--- src/rtl/multi_pulse_sync_pkg.sv ---
// Shared types for the multi-channel pulse synchroniser.
package multi_pulse_sync_pkg;

  typedef enum logic {
    ST_IDLE,
    ST_ACTIVE
  } ch_state_t;

endpackage

--- src/rtl/multi_pulse_sync_ch.sv ---
// One synchroniser channel: sync chain, optional glitch filter, edge detect,
// pulse stretch / ack-hold FSM and sticky overrun flag.
module multi_pulse_sync_ch
  import multi_pulse_sync_pkg::*;
#(
  parameter int SYNC_STAGES   = 3,
  parameter int FILTER_CYCLES = 0,
  parameter int EDGE_MODE     = 0,
  parameter int STRETCH       = 4,
  parameter int ACK_MODE      = 0,
  parameter bit INIT_LEVEL    = 1'b0
) (
  input  logic clk_in,
  input  logic rst,
  input  logic async_in,
  input  logic ack_in,
  input  logic overrun_clr,
  output logic pulse_out,
  output logic level_out,
  output logic overrun
);

  localparam int EDGE_RISE = 0;
  localparam int EDGE_FALL = 1;
  localparam int EDGE_BOTH = 2;
  localparam int FCW = (FILTER_CYCLES > 0) ? $clog2(FILTER_CYCLES + 1) : 1;
  localparam int SCW = (STRETCH > 1) ? $clog2(STRETCH + 1) : 1;

  (* ASYNC_REG = "TRUE" *) logic [SYNC_STAGES-1:0] sync_q;
  logic synced;
  logic filt_level;
  logic filt_d;
  logic rise_ev;
  logic fall_ev;
  logic ev;

  ch_state_t      state_q, state_d;
  logic [SCW-1:0] cnt_q, cnt_d;
  logic           ovr_q, ovr_d;
  logic           ovr_set;

  always_ff @(posedge clk_in) begin
    if (rst) sync_q <= {SYNC_STAGES{INIT_LEVEL}};
    else     sync_q <= {sync_q[SYNC_STAGES-2:0], async_in};
  end

  assign synced = sync_q[SYNC_STAGES-1];

  generate
    if (FILTER_CYCLES > 0) begin : g_filter
      logic [FCW-1:0] flt_cnt;
      logic           flt_q;

      // Accept a new level only after FILTER_CYCLES consecutive cycles of disagreement.
      always_ff @(posedge clk_in) begin
        if (rst) begin
          flt_q   <= INIT_LEVEL;
          flt_cnt <= '0;
        end else if (synced == flt_q) begin
          flt_cnt <= '0;
        end else if (flt_cnt == FCW'(FILTER_CYCLES - 1)) begin
          flt_q   <= synced;
          flt_cnt <= '0;
        end else begin
          flt_cnt <= flt_cnt + FCW'(1);
        end
      end

      assign filt_level = flt_q;
    end else begin : g_bypass
      assign filt_level = synced;
    end
  endgenerate

  always_ff @(posedge clk_in) begin
    if (rst) filt_d <= INIT_LEVEL;
    else     filt_d <= filt_level;
  end

  assign rise_ev = filt_level & ~filt_d;
  assign fall_ev = ~filt_level & filt_d;
  assign ev = (EDGE_MODE == EDGE_RISE) ? rise_ev :
              (EDGE_MODE == EDGE_FALL) ? fall_ev :
              (EDGE_MODE == EDGE_BOTH) ? (rise_ev | fall_ev) : 1'b0;

  always_ff @(posedge clk_in) begin
    if (rst) begin
      state_q <= ST_IDLE;
      cnt_q   <= '0;
      ovr_q   <= 1'b0;
    end else begin
      state_q <= state_d;
      cnt_q   <= cnt_d;
      ovr_q   <= ovr_d;
    end
  end

  // An event that cannot start a new pulse is lost and flagged; in ack mode an
  // event coinciding with the ack re-arms the pulse instead.
  always_comb begin
    state_d = state_q;
    cnt_d   = cnt_q;
    ovr_set = 1'b0;
    case (state_q)
      ST_IDLE: begin
        if (ev) begin
          state_d = ST_ACTIVE;
          cnt_d   = SCW'(STRETCH - 1);
        end
      end
      ST_ACTIVE: begin
        if (ACK_MODE == 0) begin
          ovr_set = ev;
          if (cnt_q == '0) state_d = ST_IDLE;
          else             cnt_d   = cnt_q - SCW'(1);
        end else if (ack_in) begin
          if (!ev) state_d = ST_IDLE;
        end else begin
          ovr_set = ev;
        end
      end
      default: state_d = ST_IDLE;
    endcase
    ovr_d = ovr_set | (ovr_q & ~overrun_clr);
  end

  assign pulse_out = (state_q == ST_ACTIVE);
  assign level_out = filt_level;
  assign overrun   = ovr_q;

endmodule

--- src/rtl/multi_pulse_sync.sv ---
// Multi-channel asynchronous event synchroniser into BUS_CLK; one
// multi_pulse_sync_ch per channel.
module multi_pulse_sync
  import multi_pulse_sync_pkg::*;
#(
  parameter int CHANNELS      = 4,
  parameter int SYNC_STAGES   = 3,
  parameter int FILTER_CYCLES = 0,
  parameter int EDGE_MODE     = 0,
  parameter int STRETCH       = 4,
  parameter int ACK_MODE      = 0,
  parameter bit INIT_LEVEL    = 1'b0
) (
  input  logic                BUS_CLK,
  input  logic                BUS_RST,
  input  logic [CHANNELS-1:0] async_in,
  input  logic [CHANNELS-1:0] ack_in,
  input  logic [CHANNELS-1:0] overrun_clr,
  output logic [CHANNELS-1:0] pulse_out,
  output logic [CHANNELS-1:0] level_out,
  output logic [CHANNELS-1:0] overrun
);

  generate
    for (genvar i = 0; i < CHANNELS; i++) begin : g_ch
      multi_pulse_sync_ch #(
        .SYNC_STAGES  (SYNC_STAGES),
        .FILTER_CYCLES(FILTER_CYCLES),
        .EDGE_MODE    (EDGE_MODE),
        .STRETCH      (STRETCH),
        .ACK_MODE     (ACK_MODE),
        .INIT_LEVEL   (INIT_LEVEL)
      ) u_ch (
        .clk_in     (BUS_CLK),
        .rst        (BUS_RST),
        .async_in   (async_in[i]),
        .ack_in     (ack_in[i]),
        .overrun_clr(overrun_clr[i]),
        .pulse_out  (pulse_out[i]),
        .level_out  (level_out[i]),
        .overrun    (overrun[i])
      );
    end
  endgenerate

endmodule

--- config.mk ---
export PLATFORM = sky130hd
export DESIGN_NAME = multi_pulse_sync
export DESIGN_NICKNAME = d
export VERILOG_FILES = /design/src/rtl/multi_pulse_sync_pkg.sv /design/src/rtl/multi_pulse_sync_ch.sv /design/src/rtl/multi_pulse_sync.sv
export SDC_FILE = /design/constraint.sdc
export NUM_CORES = 1
export LEC_CHECK = 0
export CORE_AREA = 5 5 48 71
export CTS_BUF_LIST = sky130_fd_sc_hd__clkbuf_8
export DETAILED_ROUTE_END_ITERATION = 7
export DIE_AREA = 0 0 53 76
export MAX_ROUTING_LAYER = met4
export PLACE_DENSITY_LB_ADDON = 0.05
export SYNTH_ARGS = -nofsm -noshare
export SYNTH_HDL_FRONTEND = slang
export SYNTH_HIERARCHICAL = 1
export SYNTH_SLANG_ARGS = --single-unit
--- constraint.sdc ---
create_clock -name BUS_CLK -period 1.6 [get_ports BUS_CLK]
set_input_delay 0.24 -clock BUS_CLK [delete_from_list [all_inputs] [get_ports BUS_CLK]]
set_output_delay 0.24 -clock BUS_CLK [all_outputs]
set_load 0.05 [all_outputs]
After elaboration in Yosys (flattened, before gate mapping)
Cells that the tools add are included.

$add $sub $neg: 4. Bitwise gates (word level): 24. Multiplexer cells: 28. Equal/unequal tests: 8. Reductions and logical operators: 8.

Operators with widths (count): $mux 3 (8); $pmux 3 s2 (4); $logic_not 3->1 (4); $mux 1 (12); $not 1->1 (12); $sub 3x1->3 const B (4); $and 1x1->1 (8); $ne 2x1->1 const B (4); $ne 2x2->1 const B (4); $pmux 1 s2 (4); $reduce_and 2->1 (4); $or 1x1->1 (4).

Input bits: 14. Register bits: 36. Logic and storage cells: 92. Output and inout port bits: 12.

Longest topological paths before layout
Depth in word-level cells: 4. Gate-level depth with buffers: 6. Gate-level depth less buffers: 6.

Cells and area by module
The synthesis kept the hierarchy.

Modules (own cells, without submodules): multi_pulse_sync_ch (cells an instance 32, area each 350.3 sq um, sequential area each 180.2 sq um, instances 4).

Worst setup path after synthesis
No wires, ideal clock.

Path kind: reg2reg. Start: register g_ch[0].u_ch.cnt_q[0]. End: register g_ch[0].u_ch.cnt_q[1]. Path slack: 317 ps. Clock period less this slack: 1283 ps. Stages on the path, launching flop included: 7. Path buffers: 0. Setup time: 86 ps. Data required time: 1514 ps. Arrival time: 1197 ps. Cell sequence: dfxtp_1 > inv_1 > ha_1 > ha_1 > and2b_4 > nor2_2 > a221oi_2.

Longest elaborated chain between the ends: 3. Elaborated cells between the ends (all ways): 6. Those cells by class: 1 x add/sub; 1 x eq/ne; 2 x mux; 2 x reduce/logical.

RTL lines: start, declared (RTL line multi_pulse_sync_ch.sv:38) `logic [SCW-1:0] cnt_q, cnt_d;`; start signal, assigned (RTL line multi_pulse_sync_ch.sv:93) `cnt_q <= cnt_d;`; $sub 3x1->3 / $logic_not 3->1 (equally long branches) (RTL line multi_pulse_sync_ch.sv:115, multi_pulse_sync_ch.sv:114); $mux 3 / $ne 2x2->1 (equally long branches); $pmux 3 s2 / $reduce_and 2->1 (equally long branches).

Several ways; a longest one is shown, not always the timed one. The select of a mux whose other input is x is not followed. A chain may end at the register's enable or synchronous reset.

Worst setup path after layout
Start: register g_ch[2].u_ch.cnt_q[0]. End: register g_ch[2].u_ch.cnt_q[1].

Longest elaborated chain between the ends: 3. Elaborated cells between the ends (all ways): 6. Those cells by class: 1 x add/sub; 1 x eq/ne; 2 x mux; 2 x reduce/logical.

RTL lines (RTL line): start, declared (multi_pulse_sync_ch.sv:38); start signal, assigned (multi_pulse_sync_ch.sv:93); $sub 3x1->3 / $logic_not 3->1 (equally long branches) (multi_pulse_sync_ch.sv:115, multi_pulse_sync_ch.sv:114); $mux 3 / $ne 2x2->1 (equally long branches); $pmux 3 s2 / $reduce_and 2->1 (equally long branches).

Several ways; a longest one is shown, not always the timed one. The select of a mux whose other input is x is not followed.

==> metrics list <==
- Detailed placement finished with a half-perimeter wire length of ~1600 um.
- Library cell used as clock root buffer: sky130_fd_sc_hd__clkbuf_8
* Fraction of met2 tracks used by global routing: around a fifth
- Weighted congestion reported at the end of routability-driven placement: 0.666
- Worst Clk Skew: between 0.0015 and 0.002 ns
* Routed wirelength normalized by instance count: between 10 and 15 um
- Number of vias per cell after detailed routing: roughly 4.8
- Pin count of the biggest net entering global routing: 21
- DP Area: 0.00163 mm^2
- Met3 GRT Util: under 10%
- The detail route stage leaves a number of antenna-violating nets equal to 0.
- Area leader, netlist: sky130_fd_sc_hd__dfxtp_1
* Setup crit end kind: flop
- The first detailed-routing pass ran for 3 iterations.
- Setup repair after global routing left no endpoint under its margin.
* Clock transition at the registers of the reported paths: about 0.060 ns
- Once the clock tree was built, the setup fixing pass inserted 0 buffers.
- met2 is the most crowded layer.
- Across all hold checks on the routed design, the worst slack comes to 0.445 ns.
- Part of the Yosys area used for sequential elements: 51.4%
- In this run, post-CTS hold repair placed 0 buffers.
- Static timing analysis puts the maximum clock frequency at 712 MHz.
- Measured on the finished design, the core utilization comes to 61.4%.
* Synthesized netlist cell count: 128
- 1st-iter DRT viols: 23
- Post-route cell area: approximately 0.0017 mm^2
- Worst slew margin relative to its limit: around 80%
* Total chip power: 0.00169 W
* Post-layout net count: approximately 180
* Clock sink total: 36
* Most instantiated library cell after synthesis: sky130_fd_sc_hd__dfxtp_1
- Post-CTS repair changed the size of 0 cells.
* CP Launch Type: flop
- Final global-route overflow total: 0
- Wire length of the first global-routing pass: between 3000 and 4000 um
- Counting the buffers created by CTS gives 5.
* Setup crit start: g_ch[2].u_ch/cnt_q[0]
* Number of antenna violations at the first check in global routing: 0
- In this run the biggest area consumer among cell types represents 51.4% of the synthesized area.
- The die is 76 um tall.
- In this run the worst hold path is classified as reg2reg.
- The die covers between 0.004 and 0.005 mm^2.
* Initial core utilization: about 50%
* Number of placed I/O pins: 26
- GR met1 Demand/Resource: roughly 14%
- The setup path with the least slack is of type reg2reg.
* Power per Cell Area: 987 mW/mm^2
* Ranking of synthesized cells by area: sky130_fd_sc_hd__dfxtp_1 51%, sky130_fd_sc_hd__ha_1 7.1%, sky130_fd_sc_hd__nor2b_1 5.4%, sky130_fd_sc_hd__a221oi_2 4.3%, sky130_fd_sc_hd__nor3b_2 3.6%
- TritonCTS clock tree: built
- Endpoint required time on the critical path: 1.79 ns
- Fill cell count: 248
* Final-layout setup total negative slack: 0 ns
* Max Root-Sink Buffers: 2
* Finish-stage setup viols: 0
- Worst VDD drop: approximately 0.00076 V
- For the worst-skew pair, the clock arrives at the later sink with an insertion delay of roughly 0.28 ns.
- Warning count from the yosys run: 6
- The number of nets handed over by synthesis was 150.
- Width of the chip: 53 um
- Counting flops with an async set or reset pin after synthesis yields a share of 0%.
* Layout cells sized above 1: about a quarter
- Across the run, the number of max-cap violations was 0.
- Area of the mapped netlist: around 0.0014 mm^2
- Run status: finished, final reports clean
- Number of library cell types mapped by synthesis: 17
- Sorting the synthesized cells by how often they occur yields 36 x sky130_fd_sc_hd__dfxtp_1, 12 x sky130_fd_sc_hd__inv_1, 12 x sky130_fd_sc_hd__nor2b_1.
* Number of synthesized flops with an enable pin: 0
- Area added between synthesis and finish: 22.4%
* Worst Min Path Start: g_ch[0].u_ch/sync_q[1]
- Number of global-route vias before repair: 885
- Vias after detailed routing: 927
- Pleak: about 0.70 nW
- The number of pins with negative max-slew slack in the final report was 0.
- Number of port buffers: 21
- The clock tree synthesis step divided the H-tree into 2 levels.
* CP Data Arrival Time: between 1.5 and 2 ns
- Number of antenna repair diodes: 0
- Synthesis inferred 36 register bits.
- After detailed routing, the number of remaining DRC violations is 0.
- Core Rows: 24
- Subtracting the final worst setup slack from the clock period gives around 1.4 ns.
- Mean cell area of the mapped netlist: 10.9 um^2
- Final hold violation count: 0
- Maximum fanout along the worst path: 5
- Core region area: 0.00279 mm^2
- Worst reg2reg path startpoint: g_ch[2].u_ch/cnt_q[0]
- Tcrit/Tclk final: 87.8%
- At the pin with the least slew margin, the transition time is about 0.27 ns.
* Predominant post-synthesis flop cell: sky130_fd_sc_hd__dfxtp_1
- After detailed routing, the total wire length is around 2100 um.
- GRT Total Usage: about an eighth
registers in the layout (all words and copies together) (netlist names):
signal,count
g_ch.u_ch/cnt_q,12
g_ch.u_ch/filt_d,4
g_ch.u_ch/overrun,4
g_ch.u_ch/pulse_out,4
g_ch.u_ch/sync_q,12
power by group:
group	internal [W]	leakage, nW	switching, W
clock	0.000338	0.0538	0.000286
sequential	0.000921	0.293	0.0000104
combinational	0.0000710	0.349	0.0000677
total	0.00133	0.695	0.000364
area by class of cell:
| cell class | instances | area [um^2] | area share [%] |
|---|---|---|---|
| Sequential cell | 36 | 721 | 42.0 |
| Multi-Input combinational cell | 76 | 591 | 34.4 |
| Timing Repair Buffer | 23 | 220 | 12.8 |
| Clock buffer | 6 | 82.6 | 4.81 |
| Tap cell | 39 | 48.8 | 2.84 |
| Inverter | 12 | 45.0 | 2.63 |
| Clock inverter | 2 | 7.51 | 0.438 |
path summary, 6_finish.rpt:
check                            to  slack, ns  cells after the start
min          g_ch[0].u_ch/sync_q[2]       0.45                      1
max reg2reg   g_ch[2].u_ch/cnt_q[1]       0.19                      6
min reg2reg  g_ch[0].u_ch/sync_q[2]       0.45                      1
max           g_ch[2].u_ch/cnt_q[1]       0.19                      6
critical path: stages, from the launching register on:
cell and delay (ns):
sky130_fd_sc_hd__dfxtp_1 0.34, sky130_fd_sc_hd__inv_1 0.06, sky130_fd_sc_hd__ha_1 0.19, sky130_fd_sc_hd__ha_1 0.17
sky130_fd_sc_hd__and2b_4 0.28, sky130_fd_sc_hd__nor2_2 0.06, sky130_fd_sc_hd__a221oi_2 0.22
placed cells by master, fill, tap and decap left out:
master and instances:
sky130_fd_sc_hd__a21oi_1 8, sky130_fd_sc_hd__ha_1 8, sky130_fd_sc_hd__a221oi_2 4, sky130_fd_sc_hd__dfxtp_1 36
sky130_fd_sc_hd__nor2b_1 12, sky130_fd_sc_hd__nor2_2 4, sky130_fd_sc_hd__o41ai_1 4, sky130_fd_sc_hd__a21o_1 4
sky130_fd_sc_hd__inv_1 14, sky130_fd_sc_hd__nor3b_2 4, sky130_fd_sc_hd__nor2b_2 4, sky130_fd_sc_hd__nor2_1 8
sky130_fd_sc_hd__clkdlybuf4s50_1 9, sky130_fd_sc_hd__buf_12 2, sky130_fd_sc_hd__and2b_4 4, sky130_fd_sc_hd__nand3b_1 4
sky130_fd_sc_hd__buf_4 12, sky130_fd_sc_hd__nand2_1 4, sky130_fd_sc_hd__nand2b_1 4, sky130_fd_sc_hd__clkbuf_8 6
cells by family (layout without fill, tap and decap cells):
family          after synthesis  in the layout  synth area share (%)
flops                        36             36                  51.4
buf+inv                      16             43                  6.43
simple gates                 48             48                  23.2
compound gates               20             20                  11.8
fa+ha+maj                     8              8                  7.14
per-layer routing:
layer | part of all wire (%) | vias to the layer above
li1 | - | 474
met1 | 43 | 429
met2 | 49 | 19
met3 | 5.3 | 5
met4 | 2.0 | 0
met5 | 0 | -
per-stage QoR:
stage,setup WS [ns],instances
final,0.195,194
after global routing,0.108,194
after CTS,0.186,194
after detailed placement,0.178,186
after global placement,0.252,186
after floorplan,0.317,128
Note: power is estimated with default switching activity, not from simulation.
